--- config.mk ---
export PLATFORM = sky130hd
export DESIGN_NAME = fetch_unit_flat
export DESIGN_NICKNAME = d
export VERILOG_FILES = /design/src/rtl/fetch_pkg.sv /design/src/rtl/fetch_if.sv /design/src/rtl/fetch_queue.sv /design/src/rtl/fetch_unit.sv /design/src/flat_wrapper.sv
export SDC_FILE = /design/constraint.sdc
export NUM_CORES = 1
export LEC_CHECK = 0
export CAP_MARGIN = 40
export CORE_MARGIN = 1
export CORE_UTILIZATION = 50
export DETAILED_ROUTE_END_ITERATION = 10
export GPL_ROUTABILITY_DRIVEN = 0
export PLACE_DENSITY = 0.84
export SETUP_SLACK_MARGIN = 0.3
export SLEW_MARGIN = 5
export SYNTH_ARGS = -nofsm -noshare
export SYNTH_HDL_FRONTEND = slang
export SYNTH_HIERARCHICAL = 1
export SYNTH_SLANG_ARGS = --single-unit
--- constraint.sdc ---
create_clock -name clk -period 7.69 [get_ports clk]
set_input_delay 0.769 -clock clk [delete_from_list [all_inputs] [get_ports clk]]
set_output_delay 0.769 -clock clk [all_outputs]
set_load 0.05 [all_outputs]
--- src/rtl/fetch_pkg.sv ---
// Shared types and constants for the instruction-fetch stage.
// The queue entry carries a PC_W-wide PC, so fetch_unit's bus parameter must equal PC_W.
package fetch_pkg;

  localparam int unsigned PC_W           = 32;
  localparam logic [31:0] NOP_INSTR      = 32'h0;
  localparam int unsigned PC_STEP        = 4;
  localparam int unsigned QDEPTH_DEFAULT = 2;
  localparam int unsigned QIDX_W         = $clog2(QDEPTH_DEFAULT);

  typedef struct packed {
    logic [PC_W-1:0] pc;
    logic [31:0]     instr;
  } fetch_entry_t;

endpackage

--- src/rtl/fetch_if.sv ---
// Fetch-stage bundle: instruction-memory read port, decoder-facing outputs,
// redirect/stall controls and performance counters.
interface fetch_if #(
  parameter int unsigned bus = 32
);

  logic           imem_req;
  logic [bus-1:0] imem_addr;
  logic           imem_valid;
  logic [31:0]    imem_rdata;
  logic           stall;
  logic           branch_taken;
  logic [bus-1:0] branch_target;
  logic [31:0]    instruction;
  logic [bus-1:0] PCo;
  logic           valid;
  logic [31:0]    perf_fetched;
  logic [31:0]    perf_dropped;
  logic [31:0]    perf_stalls;

  modport master (
    output imem_req, imem_addr, instruction, PCo, valid,
           perf_fetched, perf_dropped, perf_stalls,
    input  imem_valid, imem_rdata, stall, branch_taken, branch_target
  );

  modport slave (
    input  imem_req, imem_addr, instruction, PCo, valid,
           perf_fetched, perf_dropped, perf_stalls,
    output imem_valid, imem_rdata, stall, branch_taken, branch_target
  );

endinterface

--- src/rtl/fetch_queue.sv ---
// Prefetch FIFO of fetch_entry_t with push, pop, flush and occupancy count.
// Flush wins over push; DEPTH must be a power of two, at least 2.
module fetch_queue
  import fetch_pkg::*;
#(
  parameter  int unsigned DEPTH = QDEPTH_DEFAULT,
  localparam int unsigned IDX_W = $clog2(DEPTH),
  localparam int unsigned CNT_W = IDX_W + 1
) (
  input  logic             clk,
  input  logic             rst,
  input  logic             i_push,
  input  fetch_entry_t     i_data,
  input  logic             i_pop,
  input  logic             i_flush,
  output fetch_entry_t     o_head,
  output logic             o_empty,
  output logic             o_full,
  output logic [CNT_W-1:0] o_count
);

  fetch_entry_t     r_mem [DEPTH];
  logic [IDX_W-1:0] r_rd;
  logic [IDX_W-1:0] r_wr;
  logic [CNT_W-1:0] r_count;
  logic             w_pop;

  assign w_pop   = i_pop && !o_empty;
  assign o_empty = (r_count == '0);
  assign o_full  = (r_count == CNT_W'(DEPTH));
  assign o_count = r_count;
  assign o_head  = r_mem[r_rd];

  always_ff @(posedge clk) begin
    if (rst || i_flush) begin
      r_rd    <= '0;
      r_wr    <= '0;
      r_count <= '0;
    end else begin
      if (i_push) r_wr <= r_wr + IDX_W'(1);
      if (w_pop)  r_rd <= r_rd + IDX_W'(1);
      case ({i_push, w_pop})
        2'b10:   r_count <= r_count + CNT_W'(1);
        2'b01:   r_count <= r_count - CNT_W'(1);
        default: ;
      endcase
    end
  end

  // NOTE: storage has no reset; an entry is only read after it has been written.
  always_ff @(posedge clk) begin
    if (i_push && !i_flush) r_mem[r_wr] <= i_data;
  end

endmodule

--- src/rtl/fetch_unit.sv ---
// Instruction-fetch stage: owns the PC, issues one-outstanding word reads and feeds the decoder.
// Optional counters are compiled in with `define FETCH_PERF_EN; otherwise they read as zero.
module fetch_unit
  import fetch_pkg::*;
#(
  parameter int unsigned    bus      = PC_W,
  parameter logic [bus-1:0] RESET_PC = '0,
  parameter int unsigned    QDEPTH   = QDEPTH_DEFAULT
) (
  input  logic    clk,
  input  logic    rst,
  fetch_if.master fif
);

  localparam int unsigned CNT_W = $clog2(QDEPTH) + 1;
  localparam int unsigned SUM_W = CNT_W + 1;

  logic [bus-1:0]   r_pc;
  logic [bus-1:0]   r_req_pc;
  logic             r_outstanding;
  logic             r_epoch;
  logic             r_req_epoch;
  logic             r_valid;
  logic [31:0]      r_instr;
  logic [bus-1:0]   r_pco;

  logic             w_issue;
  logic             w_resp;
  logic             w_push;
  logic             w_load;
  logic             w_pop;
  logic [SUM_W-1:0] w_inflight;
  fetch_entry_t     w_entry;
  fetch_entry_t     w_head;
  logic             w_empty;
  logic             w_full;
  logic [CNT_W-1:0] w_count;

  // Queued plus in-flight words never exceed QDEPTH, so a response always has a slot.
  assign w_inflight = SUM_W'(w_count) + SUM_W'(r_outstanding);
  assign w_issue    = !rst && !fif.branch_taken && (!r_outstanding || fif.imem_valid)
                      && (w_inflight < SUM_W'(QDEPTH));
  assign w_resp     = fif.imem_valid && r_outstanding;
  assign w_push     = w_resp && (r_req_epoch == r_epoch) && !fif.branch_taken;
  assign w_load     = !r_valid || !fif.stall;
  assign w_pop      = w_load && !w_empty && !fif.branch_taken;
  assign w_entry    = '{pc: r_req_pc, instr: fif.imem_rdata};

  fetch_queue #(.DEPTH(QDEPTH)) u_queue (
    .clk     (clk),
    .rst     (rst),
    .i_push  (w_push),
    .i_data  (w_entry),
    .i_pop   (w_pop),
    .i_flush (fif.branch_taken),
    .o_head  (w_head),
    .o_empty (w_empty),
    .o_full  (w_full),
    .o_count (w_count)
  );

  // NOTE: all state is updated with non-blocking assignments so every read sees pre-edge values.
  always_ff @(posedge clk) begin
    if (rst) begin
      r_pc          <= RESET_PC;
      r_req_pc      <= '0;
      r_outstanding <= 1'b0;
      r_epoch       <= 1'b0;
      r_req_epoch   <= 1'b0;
      r_valid       <= 1'b0;
      r_instr       <= NOP_INSTR;
      r_pco         <= '0;
    end else begin
      if (w_issue) begin
        r_outstanding <= 1'b1;
        r_req_pc      <= r_pc;
        r_req_epoch   <= r_epoch;
        r_pc          <= r_pc + bus'(PC_STEP);
      end else if (w_resp) begin
        r_outstanding <= 1'b0;
      end

      // A redirect leaves any outstanding request in flight but tags it stale via the epoch.
      if (fif.branch_taken) begin
        r_pc    <= fif.branch_target & ~bus'(3);
        r_epoch <= ~r_epoch;
        r_valid <= 1'b0;
        r_instr <= NOP_INSTR;
      end else if (w_load) begin
        if (!w_empty) begin
          r_valid <= 1'b1;
          r_instr <= w_head.instr;
          r_pco   <= w_head.pc;
        end else begin
          r_valid <= 1'b0;
        end
      end
    end
  end

  assign fif.imem_req    = w_issue;
  assign fif.imem_addr   = r_pc;
  assign fif.instruction = r_instr;
  assign fif.PCo         = r_pco;
  assign fif.valid       = r_valid;

`ifdef FETCH_PERF_EN
  logic [31:0] r_perf_fetched;
  logic [31:0] r_perf_dropped;
  logic [31:0] r_perf_stalls;
  logic        w_resp_dropped;
  logic [31:0] w_flushed;

  assign w_resp_dropped = w_resp && !w_push;
  assign w_flushed      = fif.branch_taken ? 32'(w_count) : 32'd0;

  always_ff @(posedge clk) begin
    if (rst) begin
      r_perf_fetched <= '0;
      r_perf_dropped <= '0;
      r_perf_stalls  <= '0;
    end else begin
      if (w_push) r_perf_fetched <= r_perf_fetched + 32'd1;
      r_perf_dropped <= r_perf_dropped + 32'(w_resp_dropped) + w_flushed;
      if (r_valid && fif.stall) r_perf_stalls <= r_perf_stalls + 32'd1;
    end
  end

  assign fif.perf_fetched = r_perf_fetched;
  assign fif.perf_dropped = r_perf_dropped;
  assign fif.perf_stalls  = r_perf_stalls;
`else
  assign fif.perf_fetched = 32'd0;
  assign fif.perf_dropped = 32'd0;
  assign fif.perf_stalls  = 32'd0;
`endif

endmodule

--- src/flat_wrapper.sv ---
// flat-port wrapper written by rule: the top's interface ports become plain ports
module fetch_unit_flat import fetch_pkg::*;
#(
  parameter int unsigned    bus      = PC_W,
  parameter logic [bus-1:0] RESET_PC = '0,
  parameter int unsigned    QDEPTH   = QDEPTH_DEFAULT
)
  (clk, rst, fif_imem_req, fif_imem_addr, fif_instruction, fif_PCo, fif_valid, fif_perf_fetched, fif_perf_dropped, fif_perf_stalls, fif_imem_valid, fif_imem_rdata, fif_stall, fif_branch_taken, fif_branch_target);
  fetch_if #(.bus(bus)) fif_i ();
  input  logic clk;
  input  logic rst;
  output wire logic [$bits(fif_i.imem_req)-1:0] fif_imem_req;
  output wire logic [$bits(fif_i.imem_addr)-1:0] fif_imem_addr;
  output wire logic [$bits(fif_i.instruction)-1:0] fif_instruction;
  output wire logic [$bits(fif_i.PCo)-1:0] fif_PCo;
  output wire logic [$bits(fif_i.valid)-1:0] fif_valid;
  output wire logic [$bits(fif_i.perf_fetched)-1:0] fif_perf_fetched;
  output wire logic [$bits(fif_i.perf_dropped)-1:0] fif_perf_dropped;
  output wire logic [$bits(fif_i.perf_stalls)-1:0] fif_perf_stalls;
  input wire logic [$bits(fif_i.imem_valid)-1:0] fif_imem_valid;
  input wire logic [$bits(fif_i.imem_rdata)-1:0] fif_imem_rdata;
  input wire logic [$bits(fif_i.stall)-1:0] fif_stall;
  input wire logic [$bits(fif_i.branch_taken)-1:0] fif_branch_taken;
  input wire logic [$bits(fif_i.branch_target)-1:0] fif_branch_target;
  assign fif_imem_req = fif_i.imem_req;
  assign fif_imem_addr = fif_i.imem_addr;
  assign fif_instruction = fif_i.instruction;
  assign fif_PCo = fif_i.PCo;
  assign fif_valid = fif_i.valid;
  assign fif_perf_fetched = fif_i.perf_fetched;
  assign fif_perf_dropped = fif_i.perf_dropped;
  assign fif_perf_stalls = fif_i.perf_stalls;
  assign fif_i.imem_valid = fif_imem_valid;
  assign fif_i.imem_rdata = fif_imem_rdata;
  assign fif_i.stall = fif_stall;
  assign fif_i.branch_taken = fif_branch_taken;
  assign fif_i.branch_target = fif_branch_target;
  fetch_unit #(.bus(bus), .RESET_PC(RESET_PC), .QDEPTH(QDEPTH)) u_core (.clk(clk), .rst(rst), .fif(fif_i));
endmodule
==> metrics.yaml <==
cells_and_area:
  drive_gt1_share_pct: 11.7
  nets: 1198
  n_antenna_cell: 0
  final_common_cell: "nand2_1"
  fillers: 1599
  final_cell_mix: "nand2_1 (222), clkdlybuf4s50_1 (161), dfxtp_1 (132)"
  stdcell_count: 1418
  area_growth_pct: 23.3
sta:
  setup_ws_ns: 3.62
  fin_worst_skew_ns: 0.0105
  hold-worst-slack_ns: 0.450
  setup_violations: 0
  post-route-period-util_pct: 52.9
  tightest_slew_ns: 0.807
  fmax_mhz: 246
  setup_tns_ns: 0
  rsz0062_at_grt: "false"
  hold_violations: 0
  timing.slew.headroom_pct: 46.2
  slew_viol_final: 0
  period_needed_ns: 4.07
floorplan:
  placementRows: 52
  start_util_pct: 51.7
  fp.dieW_um: 148
  die-area_um2: 21900
  ios: 263
  die_y_um: 148
  core_area_um2: 20600
global_routing:
  grt_antenna_before_repair: 1
  grt_pass1_vias: 7162
  grt_max_degree: 60
  grt_overflow: 0
  track_usage_pct: 21.1
  grt_pass1_wl_um: 36700
critical_path:
  cp_top_family: "buffers and inverters"
  cp.depth: 6
  critPathBufInv: 4
  cp-start-kind: "input port"
  crit_chain: "clkdlybuf4s50_1, buf_4, nor2_1, nand2_1, inv_2, clkdlybuf4s50_1"
  slowest_delay_ns: 0.93
  cp_max_fo: 35
  critPathSlowestCell: "clkdlybuf4s50_1"
  critPathArrivalTime_ns: 3.30
  reg2reg_depth: 8
  worstPathRequired_ns: 6.92
  path_common_cell: "clkdlybuf4s50_1"
  cp-end-kind: "output pin"
  critPathKind: "in -> out"
yosys:
  postSynthCellCount: 967
  yosysWarnings: 6
  syn_area_um2: 10600
  avgSynthCellArea_um2: 11.0
clock_network:
  clkTransAtPathRegs_ns: 0.06
  cts_tree: "built"
  cts_htree_levels: 1
  cts_hold_buf: 0
  cts.path.max_buffers: 3
  cts_setup_buffers: 0
  clk-insertion-delay-late_ns: 0.52
  cts_buffers: 27
  cts-root-buf: "clkbuf_16"
  cts_resized: 0
  cts_sinks: 261
drt:
  via_per_inst: 5.17
  ant_nets: 0
  drc: 0
  dr.pass1.iters: 4
  routed_wl_um: 23400
  vias: 7333
  drtIter0Drc: 481
  wl_per_cell_um: 16.5
place:
  placedCellCount: 1366
  portBuffers: 162
  hpwlAfterDp_um: 15100
  pre_cts_ws_ns: 3.65
hold_path:
  hold_depth: 0
  hold_path.class: "reg -> reg"
power_and_ir_drop:
  cellPowerDensity_nw_per_um2: 234
  peakVddDrop_v: 0.000182
  p_leak_nw: 4.59
status:
  outcome: "completed"
flow_run:
  maxCapViolCount: 0
## stage by stage
| stage | util, % | instance area, um2 | power (mW) |
|---|---|---|---|
| floorplan | - | 11000 | 1.75 |
| global placement | 58.9 | 12100 | 1.79 |
| detailed placement | 59.4 | 12200 | 1.80 |
| CTS | 63.7 | 13100 | 3.08 |
| global route | 63.8 | 13100 | 3.16 |
| finish | 63.8 | 13100 | 3.06 |
## sequential cells by signal, indices dropped and copies added, names as in the netlist, 2 cells and up, named ones only
name                    flops
u_core/fif.imem_addr       30
u_core/u_queue/r_mem      128
u_core/r_req_pc            30
u_core/u_queue/o_count      2
u_core/fif.instruction     32
u_core/fif.PCo             32
## where the power goes
part	internal, mW	leakage (nW)	switching [mW]	total [mW]
logic	0.0697	1.85	0.204	0.274
registers	1.47	2.31	0.0257	1.50
clock network	0.778	0.433	0.513	1.29
## layout make-up
class / instances / area (um2) / area share [%]
timing repair buffer: 178 / 1800 / 13.7
multi-input combinational: 651 / 3550 / 27.0
clock inverter: 12 / 141 / 1.08
sequential: 261 / 6510 / 49.6
inverter: 8 / 30.0 / 0.229
clock buffer: 38 / 747 / 5.70
tap: 270 / 338 / 2.58
## layer usage
layer | track usage (%) | up-vias | routed length, um
li1 | - | 3489 | -
met1 | 26.6 | 3526 | 9290
met2 | 36.7 | 277 | 11700
met3 | 4.41 | 39 | 2030
met4 | 5.57 | 2 | 402
met5 | 0 | - | 13
## worst paths after layout
path / end / startpoint / slack, ns
worst max-delay path: fif_imem_req / fif_branch_taken / 3.62
worst max register to register: u_core/u_queue/o_count[1]$_SDFFE_PP0P_ / u_core/u_queue/o_count[1]$_SDFFE_PP0P_ / 5.10
worst min register to register: u_core/u_queue/r_mem[0][61]$_DFFE_PP_ / u_core/r_req_pc[29]$_SDFFE_PP0P_ / 0.45
worst min-delay path: u_core/u_queue/r_mem[0][61]$_DFFE_PP_ / u_core/r_req_pc[29]$_SDFFE_PP0P_ / 0.45
(Power assumes the default switching activity.)
